`config.mk`:
```
export PLATFORM = sky130hd
export DESIGN_NAME = ofdm_tx_cfg_seq
export DESIGN_NICKNAME = d
export VERILOG_FILES = /design/src/rtl/ofdm_tx_cfg_seq.sv
export SDC_FILE = /design/constraint.sdc
export NUM_CORES = 1
export LEC_CHECK = 0
export ABC_CLOCK_PERIOD_IN_PS = 6500
export BUFFER_PORTS_ARGS = -buffer_cell sky130_fd_sc_hd__buf_4
export CAP_MARGIN = 25
export CORE_UTILIZATION = 45
export DETAILED_ROUTE_END_ITERATION = 10
export GPL_ROUTABILITY_DRIVEN = 0
export HOLD_SLACK_MARGIN = 0.06
export PLACE_DENSITY = 0.69
export SYNTH_ARGS = -nofsm -noshare
export SYNTH_HDL_FRONTEND = slang
export SYNTH_SLANG_ARGS = --single-unit
```
`constraint.sdc`:
```
create_clock -name CLK_I -period 6.5 [get_ports CLK_I]
set_input_delay 0.975 -clock CLK_I [delete_from_list [all_inputs] [get_ports CLK_I]]
set_output_delay 0.975 -clock CLK_I [all_outputs]
set_load 0.02 [all_outputs]
```
`src/rtl/ofdm_tx_cfg_seq.sv`:
```
// ofdm_tx_cfg_seq
// Configuration and frame sequencer for the OFDM_TX_CR transmitter.
// On an accepted frame request it writes the mode word {MOD, STD} to CFG
// address 0. It then streams alloc_len allocation words from a local word
// memory to CFG address 1, opens the frame-data gate, and closes it when the
// transmitter bus cycle (TX_CYC_I) ends or fails to start in time.
//
// Ports
//   CLK_I, RST_I          clock (rising edge), async active-low reset
//   REQ_I, REQ_*_I        frame request and its STD / MOD / NDS fields
//   BUSY_O, DONE_O, ERR_O sequencer status; ERR_O is valid with DONE_O
//   AL_ADR_O, AL_RD_O     allocation memory read port (data 1 cycle later)
//   AL_DAT_I              allocation memory read data
//   CFG_*                 config write port to the transmitter
//   FRM_EN_O              frame-data gate
//   TX_CYC_I              bus cycle flag of the transmitter
//
// state | meaning
// IDLE  | waiting for REQ_I
// MODE  | mode word write pending on CFG address 0
// ARD   | one-cycle allocation memory read at address k
// AWR   | allocation word write pending on CFG address 1
// GATE  | gate open, waiting for TX_CYC_I to rise (with timeout)
// RUN   | gate open, waiting for TX_CYC_I to fall
// FIN   | one-cycle DONE_O / ERR_O pulse
module ofdm_tx_cfg_seq #(
  parameter int AW  = 11,
  parameter int TMO = 4096
) (
  input  logic          CLK_I,
  input  logic          RST_I,
  input  logic          REQ_I,
  input  logic [1:0]    REQ_STD_I,
  input  logic [1:0]    REQ_MOD_I,
  input  logic [3:0]    REQ_NDS_I,
  output logic          BUSY_O,
  output logic          DONE_O,
  output logic          ERR_O,
  output logic [AW-1:0] AL_ADR_O,
  output logic          AL_RD_O,
  input  logic [31:0]   AL_DAT_I,
  output logic [31:0]   CFG_DAT_O,
  output logic [1:0]    CFG_ADR_O,
  output logic          CFG_WE_O,
  output logic          CFG_STB_O,
  input  logic          CFG_ACK_I,
  output logic          FRM_EN_O,
  input  logic          TX_CYC_I
);

  localparam int TW = $clog2(TMO);

  typedef enum logic [2:0] {
    IDLE = 3'd0,
    MODE = 3'd1,
    ARD  = 3'd2,
    AWR  = 3'd3,
    GATE = 3'd4,
    RUN  = 3'd5,
    FIN  = 3'd6
  } state_t;

  state_t        state_q;
  logic [1:0]    std_q;
  logic [1:0]    mod_q;
  logic [3:0]    nds_q;
  logic [AW-1:0] k_q;
  logic          err_q;
  logic [TW-1:0] tmr_q;
  logic          stb_q;
  logic [1:0]    adr_q;
  logic [31:0]   dat_q;
  logic          cap_q;
  logic          rd_q;
  logic          frm_q;
  logic          done_q;
  logic          erro_q;

  logic [AW-1:0] nds_w;
  logic [AW-1:0] len_w;
  logic [AW-1:0] k_inc;

  always_comb begin
    nds_w = AW'(nds_q);
    case (std_q)
      2'd0:    len_w = nds_w << 2;
      2'd1:    len_w = nds_w << 4;
      2'd2:    len_w = nds_w << 7;
      default: len_w = '0;
    endcase
  end

  assign k_inc = k_q + AW'(1);

  always_ff @(posedge CLK_I or negedge RST_I) begin
    if (!RST_I) begin
      state_q <= IDLE;
      std_q   <= '0;
      mod_q   <= '0;
      nds_q   <= '0;
      k_q     <= '0;
      err_q   <= 1'b0;
      tmr_q   <= '0;
      stb_q   <= 1'b0;
      adr_q   <= '0;
      dat_q   <= '0;
      cap_q   <= 1'b0;
      rd_q    <= 1'b0;
      frm_q   <= 1'b0;
      done_q  <= 1'b0;
      erro_q  <= 1'b0;
    end else begin
      rd_q   <= 1'b0;
      done_q <= 1'b0;
      erro_q <= 1'b0;
      case (state_q)
        IDLE: begin
          if (REQ_I) begin
            std_q   <= REQ_STD_I;
            mod_q   <= REQ_MOD_I;
            nds_q   <= REQ_NDS_I;
            k_q     <= '0;
            err_q   <= 1'b0;
            stb_q   <= 1'b1;
            adr_q   <= 2'd0;
            dat_q   <= {28'd0, REQ_MOD_I, REQ_STD_I};
            state_q <= MODE;
          end
        end
        MODE: begin
          if (CFG_ACK_I) begin
            stb_q <= 1'b0;
            if (len_w != '0) begin
              rd_q    <= 1'b1;
              state_q <= ARD;
            end else begin
              frm_q   <= 1'b1;
              tmr_q   <= TW'(TMO - 1);
              state_q <= GATE;
            end
          end
        end
        ARD: begin
          stb_q   <= 1'b1;
          adr_q   <= 2'd1;
          cap_q   <= 1'b1;
          state_q <= AWR;
        end
        AWR: begin
          // Memory data is only valid in the first AWR cycle; hold it after.
          cap_q <= 1'b0;
          if (cap_q) begin
            dat_q <= AL_DAT_I;
          end
          if (CFG_ACK_I) begin
            stb_q <= 1'b0;
            k_q   <= k_inc;
            if (k_inc == len_w) begin
              frm_q   <= 1'b1;
              tmr_q   <= TW'(TMO - 1);
              state_q <= GATE;
            end else begin
              rd_q    <= 1'b1;
              state_q <= ARD;
            end
          end
        end
        GATE: begin
          if (TX_CYC_I) begin
            state_q <= RUN;
          end else if (tmr_q == '0) begin
            frm_q   <= 1'b0;
            done_q  <= 1'b1;
            erro_q  <= 1'b1;
            err_q   <= 1'b1;
            state_q <= FIN;
          end else begin
            tmr_q <= tmr_q - TW'(1);
          end
        end
        RUN: begin
          if (!TX_CYC_I) begin
            frm_q   <= 1'b0;
            done_q  <= 1'b1;
            erro_q  <= err_q;
            state_q <= FIN;
          end
        end
        FIN: begin
          state_q <= IDLE;
        end
        default: begin
          state_q <= IDLE;
        end
      endcase
    end
  end

  assign BUSY_O    = (state_q != IDLE);
  assign DONE_O    = done_q;
  assign ERR_O     = erro_q;
  assign AL_ADR_O  = k_q;
  assign AL_RD_O   = rd_q;
  // First AWR cycle forwards the memory word directly so a same-cycle ACK works.
  assign CFG_DAT_O = cap_q ? AL_DAT_I : dat_q;
  assign CFG_ADR_O = adr_q;
  assign CFG_STB_O = stb_q;
  assign CFG_WE_O  = stb_q;
  assign FRM_EN_O  = frm_q;

endmodule
```
Word level (Yosys, flattened, before mapping). Index checks and enable logic that the tools add are counted.

Word-level logic and storage cells: 109. Bits in registers: 73. Input bits: 45.

Multiplexer cells: 52. Reduce and logical (&&, ||, !) cells: 22. Add/subtract/negate cells: 2. Eq/ne operators: 19.

Operators with widths (count): 2-to-1 mux 12 bit (6); 2-to-1 mux 32 bit (2); one-hot mux 32 bit (2 select lines) (1); one-hot mux 12 bit (3 select lines) (1); one-hot mux 11 bit (3 select lines) (1); 2-to-1 mux 3 bit (8); 2-to-1 mux 11 bit (2); one-hot mux 11 bit (2 select lines) (1); 2-to-1 mux 1 bit (20); != test 2 bit (second input constant) (9); one-hot mux 3 bit (6 select lines) (1); zero test 12 bit (1); subtractor 12 x 1 -> 12 bit (second input constant) (1); adder 11 x 1 -> 11 bit (second input constant) (1); == test 11 bit (1); nonzero test 11 bit (1); one-hot mux 1 bit (2 select lines) (5); nonzero test 3 bit (3); AND reduction 8 bit (1); nonzero test 2 bit (4); AND reduction 7 bit (1); == test 3 x 2 -> 1 bit (second input constant) (2); == test 3 bit (second input constant) (2); AND reduction 2 bit (3); 16 further kinds (17).

Logic depth before layout (Yosys ltp).
Word-level depth: 6. Gate-level depth with buffers: 9.

Least setup slack after synthesis. Ideal clock, no wire load.

Kind: register to register. From: reg k_q[0] (netlist: AL_ADR_O[0]). To: reg tmr_q[11]. Stages on the path, launching flop included: 10. Arrival time: 2741 ps. Clock period less this slack: 2851 ps. Path slack: 3649 ps. Cells stage by stage: dfrtp_1 > ha_1 > clkbuf_1 > nand3b_1 > mux2i_1 > or4b_1 > a221o_1 > a2111oi_4 > nor2_2 > o41ai_1.

Longest elaborated chain between the ends: 4.

RTL lines: start, declared (line 67) `logic [AW-1:0] k_q;`; start signal, assigned (line 157) `k_q <= k_inc;`; adder 11 x 1 -> 11 bit (line 93) `assign k_inc = k_q + AW'(1);`; == test 11 bit (line 158) `if (k_inc == len_w) begin`; != test 2 bit (no line); AND reduction 7 bit (no line); end signal, assigned (line 138) `tmr_q <= TW'(TMO - 1);`; end signal, assigned (line 160) `tmr_q <= TW'(TMO - 1);`; end signal, assigned (line 178) `tmr_q <= tmr_q - TW'(1);`; end, declared (line 69) `logic [TW-1:0] tmr_q;`.

Every way passes these cells. A chain may end at the register's enable or synchronous reset.

Final worst setup path.
From: reg std_q[0]. To: reg tmr_q[11].

Longest elaborated chain between the ends: 5.

RTL lines: start, declared (line 64) `logic [1:0] std_q;`; start signal, assigned (line 98) `std_q <= '0;`; start signal, assigned (line 119) `std_q <= REQ_STD_I;`; == test 2 bit, or another cell as far along (line 85) `case (std_q)`; one-hot mux 11 bit (3 select lines) * (line 85); == test 11 bit or nonzero test 11 bit (tied branches) (line 158, 133); != test 2 bit (no line); AND reduction 7 bit (no line) *.

Every way passes the cells marked *; elsewhere a longest branch is shown, timed or not.

==> reports/metrics.cfg <==
[sta]
setup-violations-final = 0
fin_crit_sh_pct = 45.3
finalCriticalPeriod_ps = 2950
rsz0062_at_grt = no
clock_skew_ps = 6.78
worstMarginPinSlew_ps = 915
hold_violations = 0
fin_setup_tns_ps = 0
fmax_mhz = 339
relSlewSlack_pct = 39.0
drv_slew = 0

[floorplan]
rows = 34
initial_core_util_pct = 47.1
dieArea_mm2 = 0.00960
io_pins = 97
core-area_mm2 = 0.00881
die_w_um = 98.0
fp.dieH_um = 98.0

[clock_tree]
cts_sinks = 72
insertion_delay_ps = 340
htree_levels = 3
cts_tree = done
ctsResizeCount = 0
path_clk_slew_ps = 80
postCtsSetupRepairBufs = 0
clock-root-buffer = clkbuf_8
ctsHoldBuffers = 0
cts_buffers = 9
cts.path.max_buffers = 2

[worst_setup_path]
cp.arrival_ps = 3180
crit_fanout = 18
cp-end-kind = register
r2r_start = std_q[0]$_DFFE_PN0P_
worst-r2r-setup-slack_ps = 3550
required_ps = 6730
crit_chain = nor3b_1 -> mux2i_1 -> or4b_1 -> a221o_1 -> a2111oi_4 -> nor2_2 -> o41ai_1
critical-path-top-delay-family = compound AO/OA/AOI/OAI gates
rr_worst_depth = 7
cp-start-kind = register
worstReg2RegEnd = tmr_q[11]$_DFFE_PN0P_
cp_slowest_cell = dfrtp_1
slowest_delay_ps = 560
worstSetupPathType = reg -> reg
crit_buf_inv = 0

[placed_design]
dp_hpwl_mm = 7.09
placed_cell_area_mm2 = 0.00490
portBuffers = 95

[hold_path]
hold_class = reg -> reg
hp-start = dat_q[21]$_DFFE_PN0P_
holdPathStages = 2
hold_end = dat_q[21]$_DFFE_PN0P_

[global_route]
grt_max_degree = 73
grt_remaining_overflow = 0
grt_pass1_wl_mm = 17.3
grt_pass1_vias = 3721
antenna_found_initial = 0
grt_usage_pct = 22.4

[status]
violations = design-rule violations
status = finished, violations left

[finish]
final_area_mm2 = 0.00507
nets = 602
syn_to_final_growth_pct = 22.3
final_layout_size_suffix_gt1_share_pct = 27.7
antenna_cells = 0
fillers = 819

[logic_synthesis]
ys_seq_area_share_pct = 43.5
synth-edff-count = 0
yosys.area.top_type = dfrtp_1
synth_top_area_share_pct = 43.5
yosysMostFrequentCell = nand2_1
postSynthAreaPerCell_um2 = 8.60
synthTopCellsByArea = dfrtp_1 43%, mux2_2 9.2%, nand3_1 8.7%, nand2_1 7.3%, o21ai_0 4.5%
netlist_instances = 482
synthDistinctLibCells = 53
netlist_top_cells_count = 81 x nand2_1, 72 x dfrtp_1, 72 x nand3_1
ys_seq_elements = 72
synth-main-ff-cell = dfrtp_1
mappedNetlistArea_mm2 = 0.00414
synth_warnings = 0
synth_nets = 529
ys_async_sr_fraction_pct = 100

[drt]
ant_nets = 0
wl_mm = 10.4
avgRoutedWirePerCell_um = 15.5
via_count = 3780
routed_via_density = 5.66
drc_errors = 3
firstDrtPassIters = 8
drt_iter0_markers = 242

[power_and_ir_drop]
p_leak_nw = 2.38
power_density_mw_per_mm2 = 456
max-vdd-ir-drop_uv = 279

[run]
drv_cap = 0

[flip-flops by register name (all words and copies together), names as in the netlist]
| signal | flops |
|---|---|
| err_q | 1 |
| tmr_q | 12 |
| cap_q | 1 |
| AL_ADR_O | 11 |
| nds_q | 4 |
| state_q | 3 |
| FRM_EN_O | 1 |
| CFG_STB_O | 1 |
| DONE_O | 1 |
| CFG_ADR_O | 1 |
| dat_q | 32 |
| std_q | 2 |
| AL_RD_O | 1 |
| ERR_O | 1 |
[power breakdown]
group	total, mW	internal (mW)	switching [mW]	leakage [nW]
combinational	1.22	0.509	0.711	1.40
clock	0.316	0.148	0.168	0.0813
sequential	0.773	0.601	0.172	0.894
[stage by stage]
step / util, % / total power [mW] / cells / hold WS [ps] / setup WS, ps
2_1_floorplan: - / 1.59 / 482 / 455 / 3650
3_3_place_gp: 55.3 / 1.95 / 651 / 472 / 3640
3_5_place_dp: 55.6 / 2.00 / 652 / 481 / 3560
4_1_cts: 57.6 / 2.33 / 668 / 495 / 3510
5_1_grt: 57.6 / 2.48 / 668 / 529 / 3250
6_report: 57.6 / 2.31 / 668 / 497 / 3550
[tightest hold or removal path: cells and delay by family, from the launching register on]
kind | cells | cell delay (ps)
flip-flops | 1 | 340
AND/OR/NAND/NOR | 2 | 120
[cell usage in the layout, fill, tap and decap left out, types with 6 or more instances in the layout]
cell      count
a21oi_1      17
or3_1         6
nor3_1        9
inv_1        10
clkbuf_8     10
mux2_2       34
dfrtp_1      72
nand3_1      72
buf_4        99
o41ai_1       6
o21ai_0      37
xnor2_1       6
nand2_1      81
nor2_1       27
[metal layers]
layer	track usage, %	vias up	share of wire [%]
met5	0	-	0
met4	8.62	0	1.5
met3	4.51	14	5.5
met2	37.4	108	50
met1	28.5	1817	43
li1	-	1841	-
[logic make-up after synthesis]
family	Yosys count	synth area share (%)
XOR/XNOR	10	2.11
buffers and inverters	48	4.68
multiplexers	36	9.72
flip-flops	72	43.5
adder cells (fa/ha/maj)	2	0.604
other	1	0.0905
AND/OR/NAND/NOR	228	26.4
AO/OA/AOI/OAI	85	13.0
[final cells by class]
type	instances	area (µm²)	area share [%]
multi-input combinational	362	2150	42.4
tap	108	135	2.67
inverter	10	37.5	0.740
clock inverter	5	32.5	0.642
timing repair buffer	100	771	15.2
sequential	72	1800	35.5
clock buffer	11	141	2.79
[how the worst max path moves through the flow]
stage,depth (start not counted),to,startpoint,slack (ps)
global route,7,tmr_q[11]$_DFFE_PN0P_,std_q[0]$_DFFE_PN0P_,3250
floorplan,9,tmr_q[11]$_DFFE_PN0P_,AL_ADR_O[0]$_DFFE_PN0P_,3650
detailed placement,7,tmr_q[11]$_DFFE_PN0P_,std_q[1]$_DFFE_PN0P_,3560
global placement,7,tmr_q[11]$_DFFE_PN0P_,std_q[0]$_DFFE_PN0P_,3640
finish,7,tmr_q[11]$_DFFE_PN0P_,std_q[0]$_DFFE_PN0P_,3550
CTS,7,tmr_q[11]$_DFFE_PN0P_,std_q[1]$_DFFE_PN0P_,3510
Power figures use the tool's default switching activity.
